==> src/rtl/gnss_pkg.sv <==
// Shared types and helpers for the early/prompt/late code correlator:
// 2-bit sample decode, the grouped sum record and the saturating add.
package gnss_pkg;

  localparam int ACC_W_DEF = 16;
  localparam int CNT_W_DEF = 16;

  typedef logic signed [2:0] sample_t;

  typedef struct packed {
    logic signed [ACC_W_DEF-1:0] ie;
    logic signed [ACC_W_DEF-1:0] qe;
    logic signed [ACC_W_DEF-1:0] ip;
    logic signed [ACC_W_DEF-1:0] qp;
    logic signed [ACC_W_DEF-1:0] il;
    logic signed [ACC_W_DEF-1:0] ql;
  } corr_t;

  // d1 selects magnitude 3 vs 1, d0 flips the sign.
  function automatic sample_t decode_sample(input logic d0, input logic d1);
    sample_t mag;
    mag = d1 ? 3'sd3 : 3'sd1;
    return d0 ? sample_t'(-mag) : mag;
  endfunction

  // Operands must already fit in w bits; the sum is clamped to the w-bit range.
  function automatic logic signed [63:0] sat_add(input logic signed [63:0] a,
                                                 input logic signed [63:0] b,
                                                 input int w);
    logic signed [63:0] sum;
    logic signed [63:0] hi;
    logic signed [63:0] lo;
    sum = a + b;
    hi  = (64'sd1 <<< (w - 1)) - 64'sd1;
    lo  = -(64'sd1 <<< (w - 1));
    if (sum > hi) return hi;
    if (sum < lo) return lo;
    return sum;
  endfunction

endpackage

==> src/rtl/gnss_corr_acc.sv <==
// One saturating correlation accumulator; an epoch restarts it with the
// coincident sample's product so that sample opens the new period.
module gnss_corr_acc
  import gnss_pkg::*;
#(
  parameter int ACC_W = ACC_W_DEF
) (
  input  logic                    clk,
  input  logic                    rst,
  input  logic                    sample_valid_i,
  input  logic                    epoch_i,
  input  sample_t                 prod_i,
  output logic signed [ACC_W-1:0] acc_o
);

  logic signed [ACC_W-1:0] acc_q;
  logic signed [ACC_W-1:0] acc_d;

  always_comb begin
    acc_d = acc_q;
    if (epoch_i) begin
      acc_d = sample_valid_i ? ACC_W'(prod_i) : '0;
    end else if (sample_valid_i) begin
      acc_d = ACC_W'(sat_add(64'(acc_q), 64'(prod_i), ACC_W));
    end
  end

  always_ff @(posedge clk) begin
    if (rst) begin
      acc_q <= '0;
    end else begin
      acc_q <= acc_d;
    end
  end

  assign acc_o = acc_q;

endmodule

==> src/rtl/gnss_code_correlator.sv <==
// E/P/L code-wipeoff correlator: replica delay line, six accumulators and a
// valid/ready dump register that a new epoch always overwrites.
module gnss_code_correlator
  import gnss_pkg::*;
#(
  parameter int ACC_W = ACC_W_DEF,
  parameter int CNT_W = CNT_W_DEF
) (
  input  logic                    clk,
  input  logic                    rst,
  input  logic                    sample_valid,
  input  logic                    i_d0,
  input  logic                    i_d1,
  input  logic                    q_d0,
  input  logic                    q_d1,
  input  logic                    chip,
  input  logic                    code_tick,
  input  logic                    epoch,
  output logic signed [ACC_W-1:0] out_ie,
  output logic signed [ACC_W-1:0] out_qe,
  output logic signed [ACC_W-1:0] out_ip,
  output logic signed [ACC_W-1:0] out_qp,
  output logic signed [ACC_W-1:0] out_il,
  output logic signed [ACC_W-1:0] out_ql,
  output logic [CNT_W-1:0]        out_epoch_cnt,
  output logic                    out_valid,
  input  logic                    out_ready,
  output logic                    overrun
);

  // tap_q[0] = early, [1] = prompt, [2] = late
  logic [2:0]             tap_q;
  logic [2:0]             tap_d;
  logic [CNT_W-1:0]       cnt_q;
  logic [CNT_W-1:0]       cnt_d;
  logic [5:0][ACC_W-1:0]  acc_w;
  logic [5:0][ACC_W-1:0]  sums_q;
  logic [5:0][ACC_W-1:0]  sums_d;
  logic [CNT_W-1:0]       out_cnt_q;
  logic [CNT_W-1:0]       out_cnt_d;
  logic                   out_valid_q;
  logic                   out_valid_d;
  logic                   overrun_q;
  logic                   overrun_d;

  sample_t i_s;
  sample_t q_s;

  assign i_s = decode_sample(i_d0, i_d1);
  assign q_s = decode_sample(q_d0, q_d1);

  // Channel order ie, qe, ip, qp, il, ql: even channels take I, tap = index/2.
  // Products use tap_q, i.e. the replica before any coincident code_tick shift.
  for (genvar gi = 0; gi < 6; gi++) begin : g_ch
    sample_t samp;
    sample_t prod;

    assign samp = ((gi % 2) == 0) ? i_s : q_s;
    assign prod = tap_q[gi / 2] ? samp : sample_t'(-samp);

    gnss_corr_acc #(
      .ACC_W(ACC_W)
    ) u_acc (
      .clk           (clk),
      .rst           (rst),
      .sample_valid_i(sample_valid),
      .epoch_i       (epoch),
      .prod_i        (prod),
      .acc_o         (acc_w[gi])
    );
  end

  always_comb begin
    tap_d       = tap_q;
    cnt_d       = cnt_q;
    sums_d      = sums_q;
    out_cnt_d   = out_cnt_q;
    out_valid_d = out_valid_q;
    overrun_d   = overrun_q;

    if (code_tick) begin
      tap_d = {tap_q[1:0], chip};
    end

    if (out_valid_q && out_ready) begin
      out_valid_d = 1'b0;
    end

    // A dump wins over a same-cycle transfer; unread data lost sets the sticky flag.
    if (epoch) begin
      sums_d      = acc_w;
      out_cnt_d   = cnt_q;
      cnt_d       = cnt_q + CNT_W'(1);
      out_valid_d = 1'b1;
      if (out_valid_q && !out_ready) begin
        overrun_d = 1'b1;
      end
    end
  end

  always_ff @(posedge clk) begin
    if (rst) begin
      tap_q       <= '0;
      cnt_q       <= '0;
      sums_q      <= '0;
      out_cnt_q   <= '0;
      out_valid_q <= 1'b0;
      overrun_q   <= 1'b0;
    end else begin
      tap_q       <= tap_d;
      cnt_q       <= cnt_d;
      sums_q      <= sums_d;
      out_cnt_q   <= out_cnt_d;
      out_valid_q <= out_valid_d;
      overrun_q   <= overrun_d;
    end
  end

  assign out_ie        = sums_q[0];
  assign out_qe        = sums_q[1];
  assign out_ip        = sums_q[2];
  assign out_qp        = sums_q[3];
  assign out_il        = sums_q[4];
  assign out_ql        = sums_q[5];
  assign out_epoch_cnt = out_cnt_q;
  assign out_valid     = out_valid_q;
  assign overrun       = overrun_q;

endmodule
==> config.mk <==
export PLATFORM = sky130hd
export DESIGN_NAME = gnss_code_correlator
export DESIGN_NICKNAME = d
export VERILOG_FILES = /design/src/rtl/gnss_pkg.sv /design/src/rtl/gnss_corr_acc.sv /design/src/rtl/gnss_code_correlator.sv
export SDC_FILE = /design/constraint.sdc
export NUM_CORES = 1
export LEC_CHECK = 0
export ABC_CLOCK_PERIOD_IN_PS = 3440
export BUFFER_PORTS_ARGS = -buffer_cell sky130_fd_sc_hd__buf_2
export CAP_MARGIN = 10
export CORE_AREA = 2 2 196 198
export CTS_BUF_LIST = sky130_fd_sc_hd__clkbuf_4 sky130_fd_sc_hd__clkbuf_8
export CTS_CLUSTER_SIZE = 24
export DETAILED_ROUTE_END_ITERATION = 6
export DIE_AREA = 0 0 198 200
export HOLD_SLACK_MARGIN = 0.05
export SYNTH_ARGS = -nofsm -noshare
export SYNTH_HDL_FRONTEND = slang
export SYNTH_HIERARCHICAL = 1
export SYNTH_SLANG_ARGS = --single-unit
==> constraint.sdc <==
create_clock -name clk -period 3.44 [get_ports clk]
set_clock_uncertainty 0.05 [all_clocks]
set_input_delay 0.172 -clock clk [delete_from_list [all_inputs] [get_ports clk]]
set_output_delay 0.172 -clock clk [all_outputs]
set_load 0.005 [all_outputs]
==> key figures, run 1 <==
Status
  • Outcome: finished, final reports clean

STA
  • Final hold violations: 0
  • Setup TNS: 0 ps
  • Worst rel slew slack: 0.4539
  • Final setup margin: around 250 ps
  • Max-slew violation count: 0
  • WHS: 163.5 ps
  • RSZ-0062 raised after global routing: false
  • Actual slew at the worst max-slew pin: around 820 ps
  • Final setup viols: 0
  • Final min period: approximately 3200 ps
  • Final cycle utilization of the critical path: 0.9283
  • Fmax: approximately 310 MHz

Clock network
  • CTS max path bufs: 3
  • CTS H-tree lvls: 2
  • Num CTS Buffers: 42
  • Clock Sinks: approximately 230
  • Clk pin slew, worst setup/hold paths: around 60 ps
  • Clk root buf: clkbuf_8
  • CTS tree: built
  • Postcts setup bufs: 0
  • Clk_lat worst skew: approximately 600 ps

Synthesis
  • Number of flops mapped to enable cells by yosys: 0
  • Post-synthesis sequential area ratio: 0.3102
  • Main synth FF type: dfxtp_1
  • Avg Cell Area, Syn: a little under 9 um2
  • Post-Syn Area: 14780 um2
  • Unique masters post-synth: 82
  • Synth async-reset ratio: 0
  • Number of synthesized register bits: 229
  • Yosys warns: 6
  • Post-Synthesis Cells: around 1700

Floorplan
  • Die Span X: 198 um
  • Row cnt: 71
  • Full die area: around 40000 um2
  • Die Span Y: roughly 200 um
  • Starting Density: 0.3952
  • Io pins: 125
  • Core area: 37400 um2

Power
  • Peak VDD IR: approximately 0.00032 V
  • Leak pwr: between 7 and 8 nW
  • Cell Pwr Density: 536.2 nW/um2

Hold path
  • Hold endpoint: out_qe[11]$_SDFFE_PP0P_
  • Worst hold path depth: 3
  • Worst Hold Class: in2reg
  • Critical hold path startpoint: epoch

Placement
  • Count of input and output buffers: ~120
  • Dpl hpwl: 26400 um
  • DP Worst Slack: -54.31 ps
  • GP Congestion: ~0.90

Setup path
  • Crit-path leading delay family: compound AO/OA/AOI/OAI gates
  • Setup crit start kind: flip-flop
  • CP Capture Type: flip-flop
  • Crit path max fanout: 10
  • Worst path arrival time: about 3700 ps
  • R2r startpoint: tap_q[1]$_SDFFE_PP0P_
  • Reg2Reg Depth: 11
  • Max stage delay on crit path: around 500 ps
  • Internal reg-to-reg setup slack: 250 ps
  • CP Cell Sequence: xnor2_2 > inv_1 > fa_1 > nand2b_1 > a211oi_1 > nor3_1 > o32a_2 > nor3_4 > buf_4 > a21oi_1 > o21ai_1
  • Setup CP Type: reg2reg
  • R2R Path End: g_ch[2].u_acc/acc_o[11]$_SDFFE_PP0P_
  • WP buf/inv: 2
  • Critical path's slowest cell: dfxtp_1
  • CP required: 3900 ps

Routing
  • First drt pass iteration count: 5
  • Vias/cell: ~5.4
  • Via count: around 13000
  • WL final: 38170 um
  • Initial drt markers: between 600 and 700
  • # DRC: 0
  • Routed WL per cell: 16.18 um
  • Routed Antenna Nets: 0

Global route
  • First-pass GRT wire length: slightly above 60000 um
  • Largest net degree at the start of global routing: 63
  • Vias in the first global route: between 10000 and 15000
  • Tot GR Track Use: 0.1925
  • Grt ovf: 0
  • Antenna violations before repair: 0

Final layout
  • # fillers: roughly 3600
  • Final nets: between 1500 and 2000
  • Seq. cell area: between 4000 and 5000 um2
  • Layout cells sized above 1: 0.1829
  • Max reg flops: 96
  • Layout area overhead: 14.25%
  • Ant. Diodes: 0
  • Final Util: 0.4515
  • Multi-input gate area: approximately 9500 um2

Flow run
  • # Max-Cap Violations: 0
tightest hold or removal path, stage by stage:
cell      delay [ps]
clkbuf_8         290
mux2i_1          200
nor2_1            70
cell families after synthesis:
kind of cell    count (synthesis)  synth area share
simple gates                  513            0.1647
compound gates                501            0.2555
flops                         229            0.3102
buf+inv                       133           0.04749
mux                           121           0.08237
fa+ha+maj                     103           0.09025
xor+xnor                       83           0.04919
other cells                     1         0.0002537
worst max-delay path by stage:
stage / startpoint / to / slack (ps) / cells after the start
floorplan: tap_q[1]$_SDFFE_PP0P_ / g_ch[2].u_acc/acc_o[2]$_SDFFE_PP0P_ / 110 / 10
global placement: i_d0 / g_ch[2].u_acc/acc_o[8]$_SDFFE_PP0P_ / 70 / 13
detailed placement: i_d0 / g_ch[2].u_acc/acc_o[11]$_SDFFE_PP0P_ / -50 / 13
CTS: tap_q[1]$_SDFFE_PP0P_ / g_ch[2].u_acc/acc_o[11]$_SDFFE_PP0P_ / 140 / 11
global route: tap_q[1]$_SDFFE_PP0P_ / g_ch[2].u_acc/acc_o[4]$_SDFFE_PP0P_ / 40 / 11
finish: tap_q[1]$_SDFFE_PP0P_ / g_ch[2].u_acc/acc_o[11]$_SDFFE_PP0P_ / 250 / 11
routing by layer:
| metal | vias up | routed length, um | track usage |
|---|---|---|---|
| li1 | 6435 | - | - |
| met1 | 6014 | 17870 | 0.2496 |
| met2 | 300 | 17450 | 0.3249 |
| met3 | 50 | 1989 | 0.03696 |
| met4 | 0 | 859 | 0.05820 |
| met5 | - | 0 | 0 |
stage by stage:
step,std cells,power [W],area [um2]
global placement,2283,0.006182,15900
floorplan,1695,0.005570,14820
finish,2359,0.009054,16880
detailed placement,2283,0.006223,15900
global route,2359,0.009662,16880
CTS,2359,0.009155,16880
final cells by class:
| class | instances | share of cell area |
|---|---|---|
| inverters | 40 | 0.008892 |
| clock buffers | 63 | 0.04913 |
| repair buffers | 175 | 0.06180 |
| well taps | 511 | 0.03787 |
| flip-flops and latches | 229 | 0.2715 |
| multi-input cells | 1333 | 0.5652 |
| clock inverters | 8 | 0.005632 |
layout by cell type (no fill, tap or decap), drive strengths merged, types with 11 or more instances in the layout:
| master | count |
|---|---|
| buf | 169 |
| nor2b | 18 |
| and2 | 16 |
| inv | 40 |
| a311o | 60 |
| a21oi | 171 |
| clkbuf | 64 |
| nor2 | 184 |
| dfxtp | 229 |
| ha | 97 |
| o21a | 23 |
| nand4 | 12 |
| o21ai | 56 |
| a211oi | 14 |
| nand3 | 53 |
| nand2 | 152 |
| o211ai | 23 |
| a21boi | 30 |
| a21o | 20 |
| nor3 | 22 |
| xor2 | 29 |
| o21bai | 15 |
| xnor2 | 54 |
| mux2i | 116 |
| conb | 12 |
| nand2b | 11 |
cells in the mapped netlist, types with 7 or more instances:
master / instances / area, um2
a21boi_1: 15 / 112.6
a211o_1: 10 / 87.58
xnor2_1: 54 / 473.0
mux2i_1: 116 / 1161
nand2_1: 142 / 533.0
o211ai_1: 17 / 127.6
a31oi_1: 7 / 43.79
o21bai_1: 15 / 112.6
a21oi_1: 160 / 800.8
buf_6: 13 / 146.4
nand2_2: 10 / 62.56
o21ai_1: 10 / 50.05
a21o_1: 18 / 135.1
ha_1: 97 / 1214
nand3_1: 48 / 240.2
dfxtp_1: 229 / 4584
xor2_1: 29 / 254.0
nand2b_1: 11 / 68.82
buf_2: 23 / 115.1
clkbuf_1: 42 / 157.7
inv_1: 40 / 150.1
o21ai_0: 44 / 220.2
nor3_1: 21 / 105.1
and3_1: 9 / 56.30
o21a_1: 18 / 135.1
o22ai_1: 10 / 62.56
a21boi_0: 15 / 112.6
a311o_1: 60 / 600.6
and2_1: 11 / 68.82
nand4_1: 10 / 62.56
a211oi_1: 13 / 97.59
nor2_1: 179 / 671.9
nor2b_1: 13 / 81.33
timing repair:
action                                 in CTS  in global routing
setup endpoints to repair                   0                 10
endpoints found under the hold margin      38                  0
hold buffers                                5                  0
resized for setup                           0                  2
where the power goes:
part	internal, W	switching [W]	total [W]	leakage [nW]
logic	0.00136	0.00171	0.00307	5.05
clock network	0.00168	0.00118	0.00286	0.482
registers	0.00291	0.000214	0.00312	1.87
(Power assumes the default switching activity.)
==> run 2, diff against run 1 <==
CORE_AREA = 2 2 185 187   (was 2 2 196 198)
DIE_AREA = 0 0 187 189   (was 0 0 198 200)
PLACE_DENSITY = 0.64   (was default)
==> run 2 against run 1 <==
Largest cell class unchanged; clock power fell by 6%; global-route usage rose by 1.2 points; critical path depth did not move; highest routed layer unchanged; via count rose by 0.33%; register-to-register slack improved by 40 ps; total power fell by 1.8%; die area fell by 11%; fmax rose by 1.4%; core utilization rose by 5.3 points; sequential cell count did not move; critical path type unchanged; count of clock-buffer cells in the layout rose by 3; sequential share of layout area rose by 0.14 points.
==> key figures, run 2 (synthesis results as in run 1) <==
Status
  • Outcome: finished, final reports clean

Power
  • Net load switching power: 0.003102 W (about the same)
  • Clk pwr share: 0.302 (-0.014)
  • Cell Pwr Density: 529.2 nW/um2 (-1.3%)
  • Leak pwr: 7.395 nW (-0.10%)
  • Pwr Total: 0.008889 W (-1.8%)
  • Logic pwr share: 0.347 (+0.008)
  • Seq pwr share: 0.351 (+0.006)
  • Peak VDD IR: 0.0002660 V (-16%)
  • Internal: 0.005787 W (-2.8%)
  • Sw Share: 0.3490 (+0.006270)

Routing
  • Via count: 12840 (+0.33%)
  • Routed Antenna Nets: 0 (unchanged)
  • # DRC: 0 (unchanged)
  • WL final: 37020 um (-3.0%)
  • Initial drt markers: 769 (+19%)
  • Vias/cell: 5.581 (+2.9%)
  • Routed WL per cell: 16.09 um (-0.57%)
  • First drt pass iteration count: 5 (unchanged)

Global route
  • Largest net degree at the start of global routing: 84 (+33%)
  • Vias in the first global route: 12420 (+1.7%)
  • Tot GR Track Use: 0.2046 (+0.01209)
  • Antenna violations before repair: 0 (unchanged)
  • Grt ovf: 0 (unchanged)
  • First-pass GRT wire length: 61320 um (-1.6%)

Final layout
  • Final Util: 0.5047 (+0.05321)
  • Max reg flops: 96 (unchanged)
  • Layout cells sized above 1: 0.1835 (+0.0005858)
  • Layout area overhead: 13.65%
  • Ant. Diodes: 0 (unchanged)
  • Most frequent cells in the layout: dfxtp_1 (229), nor2_1 (179), a21oi_1 (160)
  • Final nets: 1935 (unchanged)
  • Commonest non-fill, non-tap cell in the layout: dfxtp_1

STA
  • Final setup viols: 0 (unchanged)
  • RSZ-0062 raised after global routing: false
  • Final setup margin: 290.5 ps (+43.78 ps)
  • Final cycle utilization of the critical path: 0.9155 (-0.01273)
  • Final hold violations: 0 (unchanged)
  • Worst rel slew slack: 0.4176 (-0.03634)
  • Actual slew at the worst max-slew pin: 871.8 ps (+54.40 ps)
  • Fmax: 317.5 MHz (+1.4%)
  • Final min period: 3149 ps (-43.78 ps)
  • Setup TNS: 0 ps (unchanged)
  • Max-slew violation count: 0 (unchanged)

Setup path
  • Crit-path leading delay family: compound AO/OA/AOI/OAI gates
  • R2r startpoint: tap_q[1]$_SDFFE_PP0P_
  • Critical path's slowest cell: fa_1
  • CP Capture Type: flip-flop
  • Setup crit start kind: flip-flop
  • Max stage delay on crit path: 450 ps (-50 ps)
  • Worst path arrival time: 3590 ps (-60 ps)
  • CP required: 3880 ps (-20 ps)
  • Crit path max fanout: 10 (unchanged)
  • Crit. Startpoint: tap_q[1]$_SDFFE_PP0P_
  • WP buf/inv: 2 (unchanged)
  • Setup CP Type: reg2reg
  • CP Cell Sequence: xnor2_1 > inv_1 > fa_1 > nand2b_1 > a211oi_1 > nor3_1 > o32a_1 > nor3_4 > buf_4 > a21oi_1 > o21ai_1

Clock network
  • Num CTS Buffers: 43 (+2.4%)
  • CTS H-tree lvls: 2 (unchanged)
  • Cts repair resizes: 0 (unchanged)
  • Clk root buf: clkbuf_8
  • CTS tree: built
  • Clk_lat worst skew: 570 ps (-30 ps)
  • Clk pin slew, worst setup/hold paths: 60 ps (about the same)
  • Clock Sinks: 229 (unchanged)
  • CTS max path bufs: 3 (unchanged)

Placement
  • DP Worst Slack: 176.3 ps (+230.6 ps)
  • GP Congestion: 0.8841 (-1.9%)
  • Dpl hpwl: 25960 um (-1.7%)
  • Count of input and output buffers: 124 (unchanged)

Floorplan
  • Core area: 33280 um2 (-11%)
  • Full die area: 35340 um2 (-11%)
  • Starting Density: 0.4441 (+0.04891)
  • Die Span Y: 189 um (-5.5%)
  • Die Span X: 187 um (-5.6%)
  • Row cnt: 67 (-5.6%)
  • Io pins: 125 (unchanged)

Hold path
  • Critical hold path startpoint: sample_valid
  • Worst Hold Class: in2reg

Flow run
  • # Max-Cap Violations: 0 (unchanged)
==> run 2: cell types whose count changed in the layout (fill, tap and decap cells not counted), sizes merged <==
cell,change
buf,-2
bufinv,-2
clkbuf,+3
clkinv,+4
dlygate4sd3,+1
inv,+1
==> run 2: power groups by stage <==
stage                     logic (W)  clock network, W  registers, W
after floorplan             0.00246                 0       0.00311
final                       0.00308           0.00269       0.00312
after CTS                   0.00307           0.00278       0.00312
after global placement      0.00300                 0       0.00317
after global routing        0.00341           0.00290       0.00316
after detailed placement    0.00304                 0       0.00318
==> run 2: layer usage <==
metal,GRT usage,up-vias,wire (um)
met5,0,-,0
met4,0.06349,0,859
met3,0.03429,58,1895
met2,0.3364,320,16510
met1,0.2744,6017,17750
li1,-,6446,-
==> run 2: cell type report <==
class | count | area (um2)
Fill cell | 3220 | 16480
Multi-Input combinational cell | 1333 | 9534
Sequential cell | 229 | 4584
Timing Repair Buffer | 174 | 1089
Clock buffer | 66 | 814.5
Tap cell | 448 | 560.5
Inverter | 40 | 150.1
Clock inverter | 11 | 63.81
==> run 2: worst register-to-register path, cell delays in order, from the launching register on <==
cell	delay (ps)
dfxtp_1	390
xnor2_1	360
inv_1	120
fa_1	450
nand2b_1	200
a211oi_1	300
nor3_1	130
o32a_1	430
nor3_4	230
buf_4	240
a21oi_1	60
o21ai_1	120
==> run 2: timing repair <==
action                    CTS  global route
hold endpoints to repair   37             0
setup buffers               0             0
hold buffers                6             0
==> run 2: stage by stage <==
step	area (um2)	instances	hold slack, ps
CTS	16800	2301	101.2
global route	16800	2301	114.7
global placement	15860	2218	359.4
floorplan	14820	1695	269.2
detailed placement	15860	2218	365.0
finish	16800	2301	136.4
==> run 2: worst paths after layout <==
path                                                             end  slack, ps  cells past startpoint
worst min register to register  g_ch[0].u_acc/acc_o[15]$_SDFFE_PP0P_        430                      2
worst max register to register   g_ch[2].u_acc/acc_o[8]$_SDFFE_PP0P_        290                     11
worst max-delay path             g_ch[2].u_acc/acc_o[8]$_SDFFE_PP0P_        290                     11
worst min-delay path            g_ch[2].u_acc/acc_o[15]$_SDFFE_PP0P_        140                      3
